===== src/rtl/cyp_ep6_wr_if.sv =====
// rtl/cyp_ep6_wr_if.sv - CY68013 slave-FIFO bus signals for the EP6 write path.
interface cyp_ep6_wr_if;
  logic        usb_flagc;
  logic [1:0]  usb_fifoaddr;
  logic        usb_slcs;
  logic        usb_sloe;
  logic        usb_slrd;
  logic        usb_slwr;
  logic        usb_pktend;
  logic [15:0] usb_fd_o;
  logic        usb_fd_oe;

  modport master (
    input  usb_flagc,
    output usb_fifoaddr, usb_slcs, usb_sloe, usb_slrd, usb_slwr,
    output usb_pktend, usb_fd_o, usb_fd_oe
  );

  modport slave (
    output usb_flagc,
    input  usb_fifoaddr, usb_slcs, usb_sloe, usb_slrd, usb_slwr,
    input  usb_pktend, usb_fd_o, usb_fd_oe
  );
endinterface


===== src/rtl/cyp_ep6_wr.sv =====
// rtl/cyp_ep6_wr.sv - streams 16-bit FIFO words into CY68013 EP6 with idle-timeout short-packet flush.
module cyp_ep6_wr #(
  parameter int PKT_WORDS     = 256,
  parameter int FLUSH_TIMEOUT = 1024
) (
  input  logic               cyp_clk,
  input  logic               rst_n,
  input  logic               tx_en,
  input  logic               fifo_rempty,
  output logic               fifo_ren,
  input  logic [15:0]        fifo_rdata,
  cyp_ep6_wr_if.master       usb,
  output logic               tx_busy,
  output logic [15:0]        pkt_cnt
);

  localparam int              WCW      = (PKT_WORDS > 2) ? $clog2(PKT_WORDS) : 1;
  localparam logic [WCW-1:0]  WC_LAST  = WCW'(PKT_WORDS - 1);
  localparam logic [15:0]     TMO_LAST = 16'(FLUSH_TIMEOUT - 1);

  typedef enum logic [2:0] {
    IDLE   = 3'd0,
    SETUP  = 3'd1,
    RD     = 3'd2,
    LD     = 3'd3,
    WR     = 3'd4,
    PKTEND = 3'd5
  } state_t;

  state_t          state, state_nxt;
  logic [WCW-1:0]  word_cnt;
  logic [15:0]     tmo_cnt;
  logic            wr_fire;
  logic            pe_fire;

  // Flush check wins over fetching so a stalled short packet is never starved.
  always_comb begin
    state_nxt = state;
    fifo_ren  = 1'b0;
    wr_fire   = 1'b0;
    pe_fire   = 1'b0;
    case (state)
      IDLE: begin
        if (word_cnt != '0 && tmo_cnt == TMO_LAST)
          state_nxt = PKTEND;
        else if (tx_en && !fifo_rempty)
          state_nxt = SETUP;
      end
      SETUP: state_nxt = RD;
      RD: begin
        if (!fifo_rempty) begin
          fifo_ren  = 1'b1;
          state_nxt = LD;
        end else begin
          state_nxt = IDLE;
        end
      end
      LD: state_nxt = WR;
      WR: begin
        if (usb.usb_flagc) begin
          wr_fire   = 1'b1;
          state_nxt = (tx_en && !fifo_rempty) ? RD : IDLE;
        end
      end
      PKTEND: begin
        if (usb.usb_flagc) begin
          pe_fire   = 1'b1;
          state_nxt = IDLE;
        end
      end
      default: state_nxt = IDLE;
    endcase
  end

  assign usb.usb_slcs   = 1'b0;
  assign usb.usb_sloe   = 1'b1;
  assign usb.usb_slrd   = 1'b1;
  assign usb.usb_slwr   = ~wr_fire;
  assign usb.usb_pktend = ~pe_fire;
  assign usb.usb_fd_oe  = (state != IDLE);
  assign tx_busy        = (state != IDLE);

  always_ff @(posedge cyp_clk or negedge rst_n) begin
    if (!rst_n) begin
      state <= IDLE;
    end else begin
      state <= state_nxt;
    end
  end

  always_ff @(posedge cyp_clk or negedge rst_n) begin
    if (!rst_n) begin
      usb.usb_fifoaddr <= 2'b00;
      usb.usb_fd_o     <= 16'h0000;
      word_cnt         <= '0;
      tmo_cnt          <= 16'h0000;
      pkt_cnt          <= 16'h0000;
    end else begin
      if (state == SETUP)
        usb.usb_fifoaddr <= 2'b10;
      if (state == LD)
        usb.usb_fd_o <= fifo_rdata;

      if (wr_fire)
        word_cnt <= (word_cnt == WC_LAST) ? '0 : word_cnt + 1'b1;
      else if (pe_fire)
        word_cnt <= '0;

      if ((wr_fire && word_cnt == WC_LAST) || pe_fire)
        pkt_cnt <= pkt_cnt + 16'h0001;

      // Counts only while a partial packet sits idle; any exit from IDLE restarts it.
      if (state == IDLE && state_nxt == IDLE && word_cnt != '0)
        tmo_cnt <= tmo_cnt + 16'h0001;
      else
        tmo_cnt <= 16'h0000;
    end
  end

endmodule


===== src/flat_wrapper.sv =====
// flat-port wrapper written by rule: the top's interface ports become plain ports
module cyp_ep6_wr_flat 
#(
  parameter int PKT_WORDS     = 256,
  parameter int FLUSH_TIMEOUT = 1024
)
  (cyp_clk, rst_n, tx_en, fifo_rempty, fifo_ren, fifo_rdata, tx_busy, pkt_cnt, usb_usb_flagc, usb_usb_fifoaddr, usb_usb_slcs, usb_usb_sloe, usb_usb_slrd, usb_usb_slwr, usb_usb_pktend, usb_usb_fd_o, usb_usb_fd_oe);
  cyp_ep6_wr_if usb_i ();
  input  logic cyp_clk;
  input  logic rst_n;
  input  logic tx_en;
  input  logic fifo_rempty;
  output logic fifo_ren;
  input  logic [15:0] fifo_rdata;
  output logic tx_busy;
  output logic [15:0] pkt_cnt;
  input wire logic [$bits(usb_i.usb_flagc)-1:0] usb_usb_flagc;
  output wire logic [$bits(usb_i.usb_fifoaddr)-1:0] usb_usb_fifoaddr;
  output wire logic [$bits(usb_i.usb_slcs)-1:0] usb_usb_slcs;
  output wire logic [$bits(usb_i.usb_sloe)-1:0] usb_usb_sloe;
  output wire logic [$bits(usb_i.usb_slrd)-1:0] usb_usb_slrd;
  output wire logic [$bits(usb_i.usb_slwr)-1:0] usb_usb_slwr;
  output wire logic [$bits(usb_i.usb_pktend)-1:0] usb_usb_pktend;
  output wire logic [$bits(usb_i.usb_fd_o)-1:0] usb_usb_fd_o;
  output wire logic [$bits(usb_i.usb_fd_oe)-1:0] usb_usb_fd_oe;
  assign usb_i.usb_flagc = usb_usb_flagc;
  assign usb_usb_fifoaddr = usb_i.usb_fifoaddr;
  assign usb_usb_slcs = usb_i.usb_slcs;
  assign usb_usb_sloe = usb_i.usb_sloe;
  assign usb_usb_slrd = usb_i.usb_slrd;
  assign usb_usb_slwr = usb_i.usb_slwr;
  assign usb_usb_pktend = usb_i.usb_pktend;
  assign usb_usb_fd_o = usb_i.usb_fd_o;
  assign usb_usb_fd_oe = usb_i.usb_fd_oe;
  cyp_ep6_wr #(.PKT_WORDS(PKT_WORDS), .FLUSH_TIMEOUT(FLUSH_TIMEOUT)) u_core (.cyp_clk(cyp_clk), .rst_n(rst_n), .tx_en(tx_en), .fifo_rempty(fifo_rempty), .fifo_ren(fifo_ren), .fifo_rdata(fifo_rdata), .usb(usb_i), .tx_busy(tx_busy), .pkt_cnt(pkt_cnt));
endmodule

===== config.mk =====
export PLATFORM = sky130hd
export DESIGN_NAME = cyp_ep6_wr_flat
export DESIGN_NICKNAME = d
export VERILOG_FILES = /design/src/rtl/cyp_ep6_wr_if.sv /design/src/rtl/cyp_ep6_wr.sv /design/src/flat_wrapper.sv
export SDC_FILE = /design/constraint.sdc
export NUM_CORES = 1
export LEC_CHECK = 0
export CORE_MARGIN = 2
export CORE_UTILIZATION = 40
export CTS_CLUSTER_SIZE = 12
export DETAILED_ROUTE_END_ITERATION = 8
export GPL_TIMING_DRIVEN = 0
export PLACE_DENSITY = 0.65
export SLEW_MARGIN = 10
export SYNTH_ARGS = -nofsm -noshare
export SYNTH_HDL_FRONTEND = slang
export SYNTH_SLANG_ARGS = --single-unit

===== constraint.sdc =====
create_clock -name cyp_clk -period 3.14 [get_ports cyp_clk]
set_clock_uncertainty 0.05 [all_clocks]
set_input_delay 0.628 -clock cyp_clk [delete_from_list [all_inputs] [get_ports cyp_clk]]
set_output_delay 0.628 -clock cyp_clk [all_outputs]
set_load 0.005 [all_outputs]

==> key figures <==
Status
  • Status: finished, final reports clean

Floorplanning
  • IO Count: 63
  • Num rows: 31
  • Die area: between 7000 and 8000 sq um
  • Die height: 89.3 microns
  • Core ar.: around 7000 sq um
  • Initial Util: approximately two fifths
  • Die width: approximately 89 microns

Yosys
  • #FFs+latches synth: 60
  • Synth cell types: 46
  • Synth top area share: about half
  • Synth area leaders: dfrtp_1 (52%), mux2_2 (7.0%), xor2_1 (5.4%)
  • Sequential area share after synthesis: just over 50%
  • Post-synth top cells: dfrtp_1 (60), nand2_1 (22), nor2_1 (19)
  • EDFF count, synth: 0
  • Number of synthesis warnings: 0
  • Area leader, netlist: dfrtp_1
  • Avg Inst Size Synth: 11.0 sq um
  • Synth Instances: around 270
  • Synthesized area: ~2900 sq um
  • Ys async rst share: 100%
  • Most used DFF post-synth: dfrtp_1
  • Count leader, synth: dfrtp_1

Worst setup path
  • Crit Path Class: input port to output port
  • Largest stage delay on the critical path: roughly 0.5 ns
  • Cell with the largest stage delay on the worst path: clkdlybuf4s50_1
  • Kind of cell adding the most delay to the critical path: buffers and inverters
  • CP Data Arrival Time: ~2.1 ns
  • WP buf/inv: 3
  • CP startpoint kind: input port
  • FF-to-FF End: u_core.tmo_cnt[12]
  • CP Max Fanout: 7
  • Crit-path cells: clkdlybuf4s50_1 -> and3b_1 -> clkbuf_2 -> nand2_1 -> clkdlybuf4s50_1
  • Worst reg-to-reg setup slack: around 1.1 ns
  • CP endpoint kind: output port
  • RR Startpoint: u_core.tmo_cnt[0]
  • Worst path most repeated cell: clkdlybuf4s50_1
  • Worst path required time: 2.46 ns
  • R2R depth: 6

Global routing
  • Met1 usage: between 20 and 25%
  • Vias in the first global route: 2196
  • Most used routing layer: met2
  • Pin count of the biggest net entering global routing: between 60 and 70
  • First-pass GRT wire length: just over 10 mm
  • Total track usage: about 17%
  • Met3 usage: under 10%
  • Initial antenna violation count: 0
  • Overflow after GRT: 0
  • M2 GR Usage: roughly 25%

Placement
  • Input/output buffers: 58
  • Cell Area, Placed: 3620 sq um
  • Worst slack at placement: 0.337 ns
  • Placer Congestion: around 0.78
  • Hpwl dp: a little over 4 mm

Finish
  • Layout area overhead: 30.2%
  • Cell area after layout: around 3800 sq um
  • Sequential Area: 1500 sq um
  • Final core utilization: between 50% and 60%
  • # diodes: 0
  • Fill count: approximately 670
  • Net count, final: 361
  • Area taken by multi-input logic gates: about 1300 sq um
  • Layout cell share with drive strength beyond 1: 15.9%

Pwr
  • Switching Power: between 700 and 800 uW
  • PwrDens: ~670 nW/um^2
  • Combinational share of power: 33.7%
  • Pint: about 1800 uW
  • Clock share of power: approximately a quarter
  • Switching Share: between 30% and 40%
  • Leak: about 0.0016 uW
  • Seq pwr share: between 40% and 50%
  • Peak VDD IR: about 0.37 mV
  • Overall Power: ~2500 uW

Routing
  • Pre-antenna DRT Iters: 4
  • Drt drc: 0
  • Total Routed Length: around 5.8 mm
  • DR WL/cell: between 10 and 15 microns
  • Drt first-iter violations: 96
  • Detail-routed via count per cell: 4.87
  • Post-route ant nets: 0
  • Total number of vias: 2137

Timing
  • Max-slew violations: 0
  • Min cycle time layout: 2.80 ns
  • Max Freq: ~360 MHz
  • Final Worst Setup Slack: ~0.34 ns
  • Final hold slack: about 0.32 ns
  • Worst-margin pin slew: around 0.76 ns
  • Count of final setup violators: 0
  • Final Hold Fails: 0
  • Max_slew headroom: about half
  • Fin crit share: about nine tenths
  • RSZ-0062 raised after global routing: false

Clocking
  • Reg clk slew, reported paths: ~0.060 ns
  • Root Driver: clkbuf_8
  • Clk_lat worst skew: roughly 0.34 ns
  • Post-CTS Hold Fix Bufs: 0
  • # H-tree levels: 3
  • CTS buffer count: 9
  • Clock Sinks: 60
  • Post-CTS Resized: 0
  • CTS tree: built
  • Clock buffer depth: 2
  • Setup Fix Bufs, Post-CTS: 0

Worst hold path
  • Worst Hold Class: input port to asynchronous set/reset pin

Job
  • Max-capacitance violation count: 0
## cells in the final DEF (no fill, tap or decap), drive strengths merged, types with 7 or more instances in the layout
cell type	synthesis	routed
o21ai	7	7
dfrtp	60	60
xnor2	9	9
clkbuf	3	16
nand4	7	7
mux2	18	18
a21oi	8	8
nor2	19	19
nand3	13	13
nor3	11	11
clkdlybuf4s50	0	57
buf	10	11
inv	8	8
nor4	11	11
xor2	18	18
nand2	22	22
## logic make-up after synthesis
logic type / count (synthesis) / synth area share, %
AO/OA/AOI/OAI: 23 / 5.63
XOR/XNOR: 27 / 8.13
adder cells (fa/ha/maj): 4 / 1.72
buffers and inverters: 21 / 4.04
flip-flops: 60 / 51.6
multiplexers: 20 / 7.65
other: 2 / 0.258
AND/OR/NAND/NOR: 108 / 21.0
## per-layer routing
layer | wire (microns) | up-vias
li1 | - | 1070
met1 | 2790 | 1010
met2 | 2670 | 47
met3 | 266 | 10
met4 | 99 | 0
met5 | 0 | -
## sequential cells by signal, summed over array words and instances (netlist names)
name / flops
u_core.usb.usb_fifoaddr: 1
u_core.pkt_cnt: 16
u_core.state: 3
u_core.tmo_cnt: 16
u_core.word_cnt: 8
u_core.usb.usb_fd_o: 16
## per-stage QoR
step,TNS [ns],std cells
4_1_cts,0,439
3_5_place_dp,0,424
6_report,0,439
3_3_place_gp,-36.63,424
5_1_grt,0,439
2_1_floorplan,0,267
## worst max-delay path by stage
stage / startpoint / end / depth (start not counted)
6_report: usb_usb_flagc / usb_usb_pktend / 5
5_1_grt: usb_usb_flagc / usb_usb_pktend / 5
4_1_cts: usb_usb_flagc / usb_usb_pktend / 5
3_5_place_dp: usb_usb_flagc / usb_usb_pktend / 5
3_3_place_gp: rst_n / u_core.usb.usb_fd_o[9] / 1
2_1_floorplan: u_core.word_cnt[0] / u_core.pkt_cnt[1] / 5
## power groups by stage
| stage | combinational (uW) | clock [uW] | sequential (uW) |
|---|---|---|---|
| CTS | 871 | 632 | 1070 |
| global route | 962 | 663 | 1100 |
| finish | 854 | 610 | 1070 |
| global placement | 856 | 0 | 1080 |
| floorplan | 431 | 0 | 1080 |
| detailed placement | 864 | 0 | 1090 |
## layout make-up
cell class,count,area share (%)
plain buffers,13,2.31
inverters,8,0.793
repair buffers,58,15.3
clock buffers,13,4.19
clock inverters,2,0.264
flip-flops and latches,60,39.6
well taps,99,3.27
multi-input cells,186,34.3
Note: power is estimated with default switching activity, not from simulation.
